### src/rtl/load_store_unit_pkg.sv
// load_store_unit_pkg
// Shared definitions for the load/store unit: RV32 funct3 size codes,
// FSM state encoding and the funct3 -> transfer byte count mapping.
package load_store_unit_pkg;

    localparam logic [2:0] F3_B  = 3'b000;
    localparam logic [2:0] F3_H  = 3'b001;
    localparam logic [2:0] F3_W  = 3'b010;
    localparam logic [2:0] F3_BU = 3'b100;
    localparam logic [2:0] F3_HU = 3'b101;

    typedef enum logic [1:0] {
        IDLE = 2'd0,
        XFER = 2'd1,
        RESP = 2'd2
    } state_t;

    // Size is carried in func3[1:0]; the unsigned bit does not change width.
    function automatic logic [2:0] byte_count(input logic [2:0] func3);
        case (func3[1:0])
            2'b00:   return 3'd1;
            2'b01:   return 3'd2;
            default: return 3'd4;
        endcase
    endfunction

endpackage

### src/rtl/load_store_unit_load_extend.sv
// load_extend
// Combinational load-result formatter: takes the little-endian byte buffer
// and the RV32 funct3 size code and returns the sign- or zero-extended word.
// Reusable by the writeback mux.
// Ports:
//   func3  in  3   load size/sign code
//   data   in  32  assembled bytes, byte 0 in [7:0]
//   result out 32  extended load value
module load_extend
    import load_store_unit_pkg::*;
(
    input  logic [2:0]  func3,
    input  logic [31:0] data,
    output logic [31:0] result
);

    always_comb begin
        result = data;
        case (func3)
            F3_B:    result = {{24{data[7]}}, data[7:0]};
            F3_H:    result = {{16{data[15]}}, data[15:0]};
            F3_BU:   result = {24'h000000, data[7:0]};
            F3_HU:   result = {16'h0000, data[15:0]};
            default: result = data;
        endcase
    end

endmodule

### src/rtl/load_store_unit.sv
// load_store_unit
// Initiator side of a byte-wide single-port data memory. Accepts one
// load/store request, moves 1/2/4 bytes little-endian (one per cycle),
// extends load data and returns a single-cycle response.
// Optional feature: define MISALIGN_TRAP_EN to reject misaligned H/HU/W
// accesses with resp_err instead of performing them byte by byte.
// Ports:
//   clk, rst_n                 clock, synchronous active-low reset
//   req_valid/req_ready        request handshake (ready only in IDLE)
//   req_we, req_func3          store flag, RV32 size code
//   req_addr, req_wdata        lowest byte address, store data
//   resp_valid/rdata/err       one-cycle completion pulse and result
//   mem_re, mem_we             memory strobes (one byte per cycle)
//   mem_addr, mem_wdata        memory byte address and write byte
//   mem_rdata                  combinational read byte
//
// state | meaning
// IDLE  | ready for a request
// XFER  | one byte moved per cycle, idx 0..N-1
// RESP  | resp_valid pulse, then back to IDLE
module load_store_unit
    import load_store_unit_pkg::*;
#(
    parameter int ADDR_W = 8
) (
    input  logic              clk,
    input  logic              rst_n,
    input  logic              req_valid,
    output logic              req_ready,
    input  logic              req_we,
    input  logic [2:0]        req_func3,
    input  logic [ADDR_W-1:0] req_addr,
    input  logic [31:0]       req_wdata,
    output logic              resp_valid,
    output logic [31:0]       resp_rdata,
    output logic              resp_err,
    output logic              mem_re,
    output logic              mem_we,
    output logic [ADDR_W-1:0] mem_addr,
    output logic [7:0]        mem_wdata,
    input  logic [7:0]        mem_rdata
);

    localparam logic [ADDR_W-1:0] ADDR_ONE = {{(ADDR_W-1){1'b0}}, 1'b1};

    state_t      state;
    logic        we_q;
    logic [2:0]  f3_q;
    logic [1:0]  idx_q;
    logic [1:0]  last_q;
    logic [31:0] wdata_q;
    logic [31:0] rbuf_q;
    logic [31:0] rbuf_nxt;
    logic [31:0] ext_data;
    logic        req_legal;

    always_comb begin
        req_legal = 1'b1;
        case (req_func3)
            3'b011, 3'b110, 3'b111: req_legal = 1'b0;
            F3_BU, F3_HU:           if (req_we) req_legal = 1'b0;
            default:                ;
        endcase
`ifdef MISALIGN_TRAP_EN
        if ((req_func3[1:0] == 2'b01) && req_addr[0])
            req_legal = 1'b0;
        if ((req_func3 == F3_W) && (req_addr[1:0] != 2'b00))
            req_legal = 1'b0;
`endif
    end

    // Buffer including the byte arriving this cycle, so the final byte is
    // already part of the extended result registered on the last XFER edge.
    always_comb begin
        rbuf_nxt = rbuf_q;
        case (idx_q)
            2'd0: rbuf_nxt[7:0]   = mem_rdata;
            2'd1: rbuf_nxt[15:8]  = mem_rdata;
            2'd2: rbuf_nxt[23:16] = mem_rdata;
            2'd3: rbuf_nxt[31:24] = mem_rdata;
            default: ;
        endcase
    end

    load_extend u_load_extend (
        .func3  (f3_q),
        .data   (rbuf_nxt),
        .result (ext_data)
    );

    always_ff @(posedge clk) begin
        if (!rst_n) begin
            state      <= IDLE;
            req_ready  <= 1'b1;
            resp_valid <= 1'b0;
            resp_err   <= 1'b0;
            resp_rdata <= '0;
            mem_re     <= 1'b0;
            mem_we     <= 1'b0;
            mem_addr   <= '0;
            mem_wdata  <= '0;
            we_q       <= 1'b0;
            f3_q       <= '0;
            idx_q      <= '0;
            last_q     <= '0;
            wdata_q    <= '0;
            rbuf_q     <= '0;
        end else begin
            case (state)
                IDLE: begin
                    if (req_valid && req_ready) begin
                        req_ready <= 1'b0;
                        we_q      <= req_we;
                        f3_q      <= req_func3;
                        idx_q     <= '0;
                        last_q    <= 2'(byte_count(req_func3) - 3'd1);
                        rbuf_q    <= '0;
                        // Byte 0 goes out now; the rest shift down one per cycle.
                        wdata_q   <= {8'h00, req_wdata[31:8]};
                        if (req_legal) begin
                            state     <= XFER;
                            mem_addr  <= req_addr;
                            mem_re    <= ~req_we;
                            mem_we    <= req_we;
                            mem_wdata <= req_wdata[7:0];
                        end else begin
                            state      <= RESP;
                            resp_valid <= 1'b1;
                            resp_err   <= 1'b1;
                            resp_rdata <= '0;
                        end
                    end
                end
                XFER: begin
                    if (!we_q)
                        rbuf_q <= rbuf_nxt;
                    if (idx_q == last_q) begin
                        state      <= RESP;
                        mem_re     <= 1'b0;
                        mem_we     <= 1'b0;
                        resp_valid <= 1'b1;
                        resp_err   <= 1'b0;
                        resp_rdata <= we_q ? 32'h0 : ext_data;
                    end else begin
                        idx_q     <= idx_q + 2'd1;
                        mem_addr  <= mem_addr + ADDR_ONE;
                        mem_wdata <= wdata_q[7:0];
                        wdata_q   <= {8'h00, wdata_q[31:8]};
                    end
                end
                RESP: begin
                    state      <= IDLE;
                    req_ready  <= 1'b1;
                    resp_valid <= 1'b0;
                    resp_err   <= 1'b0;
                    resp_rdata <= '0;
                end
                default: begin
                    state     <= IDLE;
                    req_ready <= 1'b1;
                end
            endcase
        end
    end

endmodule

### config.mk
export PLATFORM = sky130hd
export DESIGN_NAME = load_store_unit
export DESIGN_NICKNAME = d
export VERILOG_FILES = /design/src/rtl/load_store_unit_pkg.sv /design/src/rtl/load_store_unit_load_extend.sv /design/src/rtl/load_store_unit.sv
export SDC_FILE = /design/constraint.sdc
export NUM_CORES = 1
export LEC_CHECK = 0
export ABC_AREA = 1
export BUFFER_PORTS_ARGS = -buffer_cell sky130_fd_sc_hd__buf_4
export CAP_MARGIN = 5
export CORE_MARGIN = 5
export CORE_UTILIZATION = 40
export CTS_CLUSTER_SIZE = 28
export DETAILED_ROUTE_END_ITERATION = 8
export GPL_TIMING_DRIVEN = 0
export PLACE_DENSITY = 0.72
export SYNTH_ARGS = -nofsm -noshare
export SYNTH_HDL_FRONTEND = slang
export SYNTH_SLANG_ARGS = --single-unit
### constraint.sdc
create_clock -name clk -period 4.17 [get_ports clk]
set_input_delay 0 -clock clk [delete_from_list [all_inputs] [get_ports clk]]
set_output_delay 0 -clock clk [all_outputs]
set_load 0.1 [all_outputs]
== After elaboration in Yosys (flattened, before gate mapping) ==
Index checks and enable logic that the tools add are counted.
Word-level totals
  register bits: 127
  output and inout bits: 53
  input port bits: 55
Cells by class
  eq/ne operators: 21
  reductions and logical operators: 17
  add/sub/neg operators: 3
  mux-type cells: 51
  bitwise operators: 2
Operator list (count)
  $mux W32: 8
  $pmux W32 S2: 2
  $pmux W32 S4: 1
  $pmux W32 S3: 1
  $mux W8: 10
  $pmux W8 S2: 2
  $eq A3 B3 Y1 const B: 6
  $mux W2: 8
  $ne A2 B2 Y1 const B: 6
  $pmux W2 S2: 3
  $reduce_and A4 Y1: 3
  $mux W1: 10
  $add A8 B1 Y8 const B: 1
  $pmux W1 S2: 4
  $eq A2 B1 Y1 const B: 3
  $eq A2 B2 Y1 const B: 3
  $logic_not A2 Y1: 3
  $pmux W1 S3: 2
  $reduce_and A2 Y1: 3
  $reduce_and A3 Y1: 2
  $eq A3 B1 Y1 const B: 1
  $eq A3 B2 Y1 const B: 1
  $logic_not A3 Y1: 1
  $reduce_bool A3 Y1: 1
  other kinds (8): 9

== Longest topological paths before layout ==
Gate-level depths: netlist of the first run.
  depth after elaboration: 6
  depth in mapped cells: 12
  depth with buffers taken out: 11

== Hierarchy ==
From an unflattened synthesis of the first run, not the netlist that was laid out.
Second synthesis, totals
  cells, all modules: 937
  area total of the unflattened synthesis: 6037.0 sq um
Modules (own cells, without submodules)
  load_store_unit: times used 1, cells each 867, sequential area each 2382.3 sq um, area an instance 5647.9 sq um
  load_extend: times used 1, cells each 70, sequential area each 0.0 sq um, area an instance 389.1 sq um

== Worst setup path before layout of the first run ==
No wires, ideal clock.
  kind: reg-to-reg
  start: register req_ready
  end: register resp_err
  path slack: 2108 ps
  buffers on the path: 2
  setup time: 65 ps
  period minus slack after synthesis: 2062 ps
  data required time: 4105 ps
  cell stages (with the launch flop): 9
  arrival: 1997 ps
  cell sequence: dfxtp_1 -> a21oi_4 -> inv_2 -> nand2_1 -> nor2_2 -> buf_6 -> buf_6 -> nor2_1 -> nor2_1
Between the ends
  longest elaborated chain between the ends: 3
Ends and longest elaborated chain
  from (decl): RTL line load_store_unit.sv:29  | output logic req_ready,
  from (signal assigned): RTL line load_store_unit.sv:94  | req_ready <= 1'b1;
  from (signal assigned): RTL line load_store_unit.sv:112  | req_ready <= 1'b0;
  from (signal assigned): RTL line load_store_unit.sv:153  | req_ready <= 1'b1;
  $logic_and A1 B1 Y1: RTL line load_store_unit.sv:111  | if (req_valid && req_ready) begin
  $ne A2 B2 Y1 (no line)
  $reduce_and A4 Y1 (no line)
  to (signal assigned): RTL line load_store_unit.sv:129  | resp_err <= 1'b1;
  to (signal assigned): RTL line load_store_unit.sv:142  | resp_err <= 1'b0;
  to (signal assigned): RTL line load_store_unit.sv:155  | resp_err <= 1'b0;
  to (decl): RTL line load_store_unit.sv:36  | output logic resp_err,
No other way between the ends.
A chain may end at the register's enable or synchronous reset.

== Final worst setup path of the first run ==
  start: register state[0]
  end: register last_q[0]
Between the ends
  longest elaborated chain between the ends: 2
Ends and longest elaborated chain
  from (decl): RTL line load_store_unit.sv:46  | state_t state;
  from (signal assigned): RTL line load_store_unit.sv:93  | state <= IDLE;
  from (signal assigned): RTL line load_store_unit.sv:121  | state <= XFER;
  from (signal assigned): RTL line load_store_unit.sv:127  | state <= RESP;
  $logic_not A2 Y1: RTL line load_store_unit.sv:109  | case (state)
  $reduce_and A2 Y1 (no line)
  to (signal assigned): RTL line load_store_unit.sv:116  | last_q <= 2'(byte_count(req_func3) - 3'd1);
  to (decl): RTL line load_store_unit.sv:50  | logic [1:0] last_q;
No other way between the ends.

==> metrics, run 1 <==
fmax 490 MHz; startpoint class of the critical path register; Area growth syn-to-layout 33.6%; WL/cell 13.9 um; Top FF cell, synth dfxtp_1; GRT Util Overall 21.0%; Clock Skew slightly below 0.01 ns; Synth area leaders dfxtp_1, nand2_1, nor2_1; fin crit period between 2 and 2.5 ns; Critical Path RT 4.47 ns; unrepaired setup endpoints after global routing no; Post-CTS Resized 0; 1st-iter DRT viols ~440; n_diodes 0; synth cell count leaders nand2_1, dfxtp_1, nor2_1; overall routed net length ~18000 um; Seq/Total Area, Yosys about two fifths; most numerous cell in the Yosys netlist nand2_1; Placer Congestion around 0.93; antenna violation net count after detailed routing 0; CTS sink cnt 119; yosys warns 0; ratio of cells with drive above 1 in the final layout between 10% and 20%; total of max-cap violations 0; GR Overflow Total 0; vias in the first global route 6189; Post-Synthesis Cells around 930; Starting Density just over 40%; Slew @ Worst Pin around 0.60 ns; Synth Cell Area 6020 um^2; Die Height ~130 um; worst-path fanout max 9; syn_nets 996; Yosys top cell area share between 30% and 40%; via count approximately 6500; TritonRoute pass-1 iters 6; Multi-input gate area approximately 3000 um^2; H-tree lvl count 4; largest net degree at the start of global routing 17; Hold Path Class in2reg; antenna violations before repair 0; first-pass GRT wire length between 30000 and 40000 um; Boundary Pins about 110; clock-pin slew on the worst setup and hold paths around 0.050 ns; Distinct cells, synth 29; Clock Tree Root clkbuf_16; Final Cycle Share around half; cell row count between 40 and 50; Clock Latency Late Sink approximately 0.42 ns; clk buf depth 2; Hold Vio Cnt, Final 0; layout filler cell count around 1500; syn avg cell area around 6.5 um^2; via/cell ratio approximately 5.0; TritonCTS clock tree built; final setup vio count 0; register area between 2000 and 2500 um^2; type of the worst setup path reg2reg; Placeable Area around 15000 um^2; area leader, netlist dfxtp_1; fin nets around 1200; Setup TNS 0 ns; hpwl dp approximately 13000 um; Arrival @ worst endpoint 2.34 ns; Post-synth ARST share 0%; Post-synth EDFFs 0; Die Width ~130 um; max-slew violations 0; CTS Buf Count 17; status complete, no violations; DR DRC count 0; crit end category register; Buffers on Ports 107; #FFs+latches synth about 120; Relative slew margins 59.7%; Die ar. approximately 18000 um^2
==> cell type report <==
| type | count | area share [%] |
|---|---|---|
| clock buffer | 25 | 6.29 |
| timing repair buffer | 153 | 15.7 |
| buffer | 51 | 3.43 |
| tap | 184 | 2.86 |
| inverter | 81 | 3.81 |
| clock inverter | 4 | 0.249 |
| sequential | 119 | 29.6 |
| multi-input combinational | 681 | 38.0 |
==> sequential cells by signal (all words and copies together) (netlist names) <==
| signal | count |
|---|---|
| mem_wdata | 8 |
| req_ready | 1 |
| f3_q | 3 |
| resp_rdata | 32 |
| resp_valid | 1 |
| wdata_q | 24 |
| mem_re | 1 |
| rbuf_q | 32 |
| mem_addr | 8 |
| resp_err | 1 |
| idx_q | 2 |
| state | 2 |
| last_q | 2 |
| we_q | 1 |
| mem_we | 1 |
==> path summary, 6_finish.rpt <==
check / depth (start not counted) / slack, ns / from / endpoint
worst max-delay path: 6 / 2.13 / state[0] / last_q[0]
worst max register to register: 6 / 2.13 / state[0] / last_q[0]
worst min register to register: 2 / 0.46 / rbuf_q[12] / rbuf_q[12]
worst min-delay path: 5 / 0.03 / req_wdata[23] / wdata_q[15]
==> metrics by stage <==
step | setup WS (ns) | instances | hold WS (ns) | instance area [um^2] | util, %
2_1_floorplan | 2.11 | 932 | 0.147 | 6020 | -
3_3_place_gp | 2.23 | 1223 | 0.301 | 7050 | 48.1
3_5_place_dp | 2.19 | 1223 | 0.315 | 7050 | 48.1
5_1_grt | 1.89 | 1298 | 0.0320 | 8040 | 54.9
4_1_cts | 2.14 | 1298 | 0.00643 | 8040 | 54.9
6_report | 2.13 | 1298 | 0.0298 | 8040 | 54.9
==> repair_timing <==
| item | CTS | global route |
|---|---|---|
| hold buffers | 46 | 0 |
| buffers inserted | 0 | 0 |
| endpoints found under the hold margin | 53 | 0 |
==> critical path: stages, from the launching register on <==
cell,delay (ns)
dfxtp_1,0.32
inv_1,0.11
ha_1,0.30
nand3_1,0.28
nor2_1,0.22
a221oi_1,0.10
dlygate4sd3_1,0.60
==> routing by layer <==
layer  routed length, um  vias to the layer above  global-route usage (%)  part of all wire, %
met2                8640                      240                    36.3                   48
met3                1440                       39                    5.81                  7.9
met1                7570                     2919                    24.9                   42
met4                 442                        0                    7.27                  2.4
met5                   0                        -                       0                    0
li1                    -                     3256                       -                    -
==> kinds of logic after synthesis <==
logic type      count (synthesis)  share of synthesized area, %
buf+inv                       132                          9.67
flops                         119                          39.6
compound gates                156                          15.2
fa+ha+maj                       9                          1.87
simple gates                  516                          33.7
==> cells in the final DEF (no fill, tap or decap) <==
| cell | synthesis | final |
|---|---|---|
| buf_2 | 19 | 19 |
| nor3_1 | 3 | 3 |
| o21ai_0 | 62 | 62 |
| inv_1 | 73 | 73 |
| nor2_1 | 118 | 118 |
| nor2_2 | 3 | 3 |
| nand2_1 | 366 | 366 |
| clkbuf_8 | 0 | 5 |
| ha_1 | 9 | 9 |
| clkbuf_1 | 18 | 21 |
| nand3_1 | 14 | 14 |
| nand2_4 | 2 | 2 |
| dfxtp_1 | 119 | 119 |
| clkbuf_16 | 0 | 17 |
| nand2_2 | 4 | 4 |
| a221oi_1 | 1 | 1 |
| o31ai_1 | 1 | 1 |
| o21ai_1 | 16 | 16 |
| inv_2 | 7 | 7 |
| a21oi_1 | 45 | 45 |
| o21bai_1 | 2 | 2 |
| nand3_4 | 1 | 1 |
| buf_6 | 6 | 6 |
| buf_1 | 4 | 4 |
| inv_4 | 1 | 1 |
| o211a_1 | 16 | 16 |
| a211oi_1 | 12 | 12 |
| buf_4 | 4 | 111 |
| a21oi_4 | 1 | 1 |
| nor2_4 | 2 | 2 |
| nand4_1 | 3 | 3 |
| clkinv_2 | 0 | 4 |
| dlygate4sd3_1 | 0 | 46 |
Power of run 1 is left out: the tool's default activity adds up to more than one toggle a clock period on the data nets, which glitch-free logic cannot reach.
==> inputs of run 2 (changes only) <==
ABC_AREA = 0   (was 1)
PLACE_DENSITY = 0.75   (was 0.72)
clock period = 1.8 ns   (was 4.17 ns; I/O delays follow)
==> run 2 against run 1 <==
Net effect:
- the flow now finishes with violations (setup timing)
- largest cell class unchanged
- global-route usage is 2.1 points higher
- core utilization grew 7.2 points
- worst setup slack lost 2.2 ns
- critical endpoint is now wdata_q[10]
- clock skew decreased by 0.0030 ns
- cell area up 8.0%
==> metrics, run 2 <==
area leader, netlist dfxtp_1; final hold slack 0.0231 ns (-0.00673 ns); max-slew violations 0 (unchanged); yosys warns 0 (unchanged); DR DRC count 0 (unchanged); Crit-path slowest cell dfxtp_4; Clock Tree Root clkbuf_16; 1st-iter DRT viols 686 (+55%); worst-path fanout max 10 (+1); Die ar. 16800 um^2 (-4.4%); Clock Skew 0.00671 ns (-0.00304 ns); ratio of cells with drive above 1 in the final layout 34.5% (+18 points); most numerous cell in the Yosys netlist dfxtp_1; Relative slew margins 53.3% (-6.5 points); Synth area leaders dfxtp_1, mux2i_1, a21oi_1; most used cell, CP buf_4; total of max-cap violations 0 (unchanged); Area growth syn-to-layout 51.4%; Boundary Pins 108 (unchanged); final setup vio count 21 (+21); multiplexer share of the synthesized area 11.3% (+11 points); Largest regs rbuf_q: 32 flops, resp_rdata: 32 flops, wdata_q: 24 flops; synth cell count leaders dfxtp_1, nand2_1, a21oi_1; first-pass GRT wire length 30500 um (+1.3%); placed cell count 938 (-23%); TritonRoute pass-1 iters 5 (-1); TritonCTS clock tree built; via/cell ratio 5.92 (+19%); Placeable Area 14000 um^2 (-4.5%); status complete, but fails checks; crit end category register; clk buf depth 2 (unchanged); cell row count 43 (-2.3%); antenna violation net count after detailed routing 0 (unchanged); Synth Area in Compound Gates 23.7% (+8.5 points); WL/cell 20.1 um (+44%); Hold Path Class in2reg; R2R depth 8 (+2); non-filler cells in the finished layout 1050 (-19%); Yosys top cell area share 41.6% (+2.0 points); fin crit period 1.89 ns (-0.148 ns); Placer Congestion 0.859 (-7.7%); unrepaired setup endpoints after global routing yes; Post-Synth Adder-Cell Area 1.96% (+0.093 points); Final Cycle Share 105% (+56 points); Starting Density 41.0% (-0.10 points); leading cell type in the layout, fill and taps excluded buf_4; pre-CTS setup slack -0.589 ns (-2.78 ns); CP delay by family, top buffers and inverters; Post-synth EDFFs 0 (unchanged); most frequent cells in the layout buf_4, dfxtp_1, nand2_1; Die Width 130 um (-2.2%); failing checks setup timing; layout filler cell count 1037 (-31%); vias in the first global route 5932 (-4.2%); Leak Pwr 0.00339 uW; GR Overflow Total 0 (unchanged); Die Height 130 um (-2.2%); fmax 528 MHz (+7.8%); startpoint class of the critical path register; Setup TNS -0.592 ns (-0.592 ns); syn_nets 715 (-28%); Seq/Total Area, Yosys 41.6% (+2.0 points); via count 6212 (-3.7%); Top FF cell, synth dfxtp_1; Clock Latency Late Sink 0.42 ns (about the same); Slew @ Worst Pin 0.701 ns (+0.0968 ns); worst path bufs/invs 4 (+2); VDD IR-drop max 0.726 mV; hold-critical path depth 4 (-1); Post-Synthesis Cells 651 (-30%); GRT Util Overall 23.1% (+2.1 points); combinational family with the most area after synthesis compound AO/OA/AOI/OAI gates; largest net degree at the start of global routing 17 (unchanged); #FFs+latches synth 119 (unchanged); ordered cell list for the critical path buf_4, buf_4, xnor2_4, a32oi_2, buf_6, buf_8, nor2_1, a211oi_1; Hold Vio Cnt, Final 0 (unchanged); CP max stage delay 0.35 ns (-0.25 ns); Crit path depth 8 (+2); Buffers on Ports 107 (unchanged); clock-pin slew on the worst setup and hold paths 0.05 ns (about the same); syn avg cell area 8.81 um^2 (+36%); hpwl dp 12300 um (-3.9%); CTS Buf Count 17 (unchanged); fin nets 920 (-21%); total power draw roughly 11000 uW; Critical Path RT 2.10 ns (-2.37 ns); H-tree lvl count 4 (unchanged); P per Cell Area between 1000 and 1500 nW/um^2; Distinct cells, synth 54 (+86%); Post-synth ARST share 0% (unchanged); Synth Area in XOR/XNOR 0.306% (+0.31 points); simple-gate share of the synthesized area 15.4% (-18 points); Arrival @ worst endpoint 2.20 ns (-0.14 ns); final setup margin -0.0924 ns (-2.22 ns); Synth Cell Area 5730 um^2 (-4.7%); CTS sink cnt 119 (unchanged); type of the worst setup path reg2reg; antenna violations before repair 1 (+1); overall routed net length 21100 um (+17%)
run 2: cell types whose count changed in the layout (fill, tap and decap cells not counted), sizes merged, moves of 26 or more:
| cell | change |
|---|---|
| nand2 | -303 |
| buf | +26 |
| mux2i | +56 |
| o21ai | -61 |
| nor2 | -64 |
| inv | -73 |
run 2: cell type report:
type | instances | area (um^2) | share of cell area [%]
clock inverters | 3 | 40.0 | 0.461
inverters | 8 | 35.0 | 0.404
multi-input cells | 463 | 3390 | 39.0
plain buffers | 57 | 434 | 5.00
clock buffers | 27 | 523 | 6.03
diodes | 3 | 7.51 | 0.0865
well taps | 180 | 225 | 2.59
repair buffers | 190 | 1620 | 18.7
flip-flops and latches | 119 | 2410 | 27.7
run 2: through the flow:
| step | util (%) | instance area, um^2 |
|---|---|---|
| after floorplan | - | 5790 |
| after global placement | 48.7 | 6820 |
| after detailed placement | 48.7 | 6820 |
| after CTS | 59.4 | 8310 |
| after global routing | 62.0 | 8670 |
| final | 62.0 | 8680 |
run 2: path summary, 6_finish.rpt:
check,start,to,slack (ns)
max,idx_q[1],wdata_q[10],-0.09
min,req_addr[3],mem_addr[3],0.02
max reg2reg,idx_q[1],wdata_q[10],-0.09
min reg2reg,wdata_q[17],wdata_q[17],0.45
run 2: worst register-to-register path: cells and delay by family (launching register included):
kind	cells	cell delay (ns)
compound gates	2	0.59
xor+xnor	1	0.16
buf+inv	4	0.63
flops	1	0.35
simple gates	1	0.05
run 2: where the power goes:
part           switching (uW)  total [uW]  internal (uW)
clock network            1160        3250           2100
registers                 284        3260           2970
logic                    3170        4910           1740
run 2: kinds of logic after synthesis:
kind of cell / count (synthesis)
mux: 64
buf+inv: 69
compound gates: 197
flops: 119
fa+ha+maj: 9
xor+xnor: 2
simple gates: 191
run 2: per-layer routing:
layer | routed length [um] | up-vias | track usage [%]
met5 | 0 | - | 0
met4 | 1010 | 0 | 10.8
met3 | 1750 | 93 | 5.65
met2 | 10100 | 336 | 37.1
met1 | 8220 | 2969 | 29.3
li1 | - | 2814 | -
run 2: timing repair:
item	CTS	global route
pin swaps	16	24
hold buffers	51	0
endpoints found under the setup margin	118	113
hold endpoints to repair	56	0
gates resized for setup	74	83
cloned	3	3
buffers inserted	19	7
No activity file was read; power rests on OpenSTA's default activity.
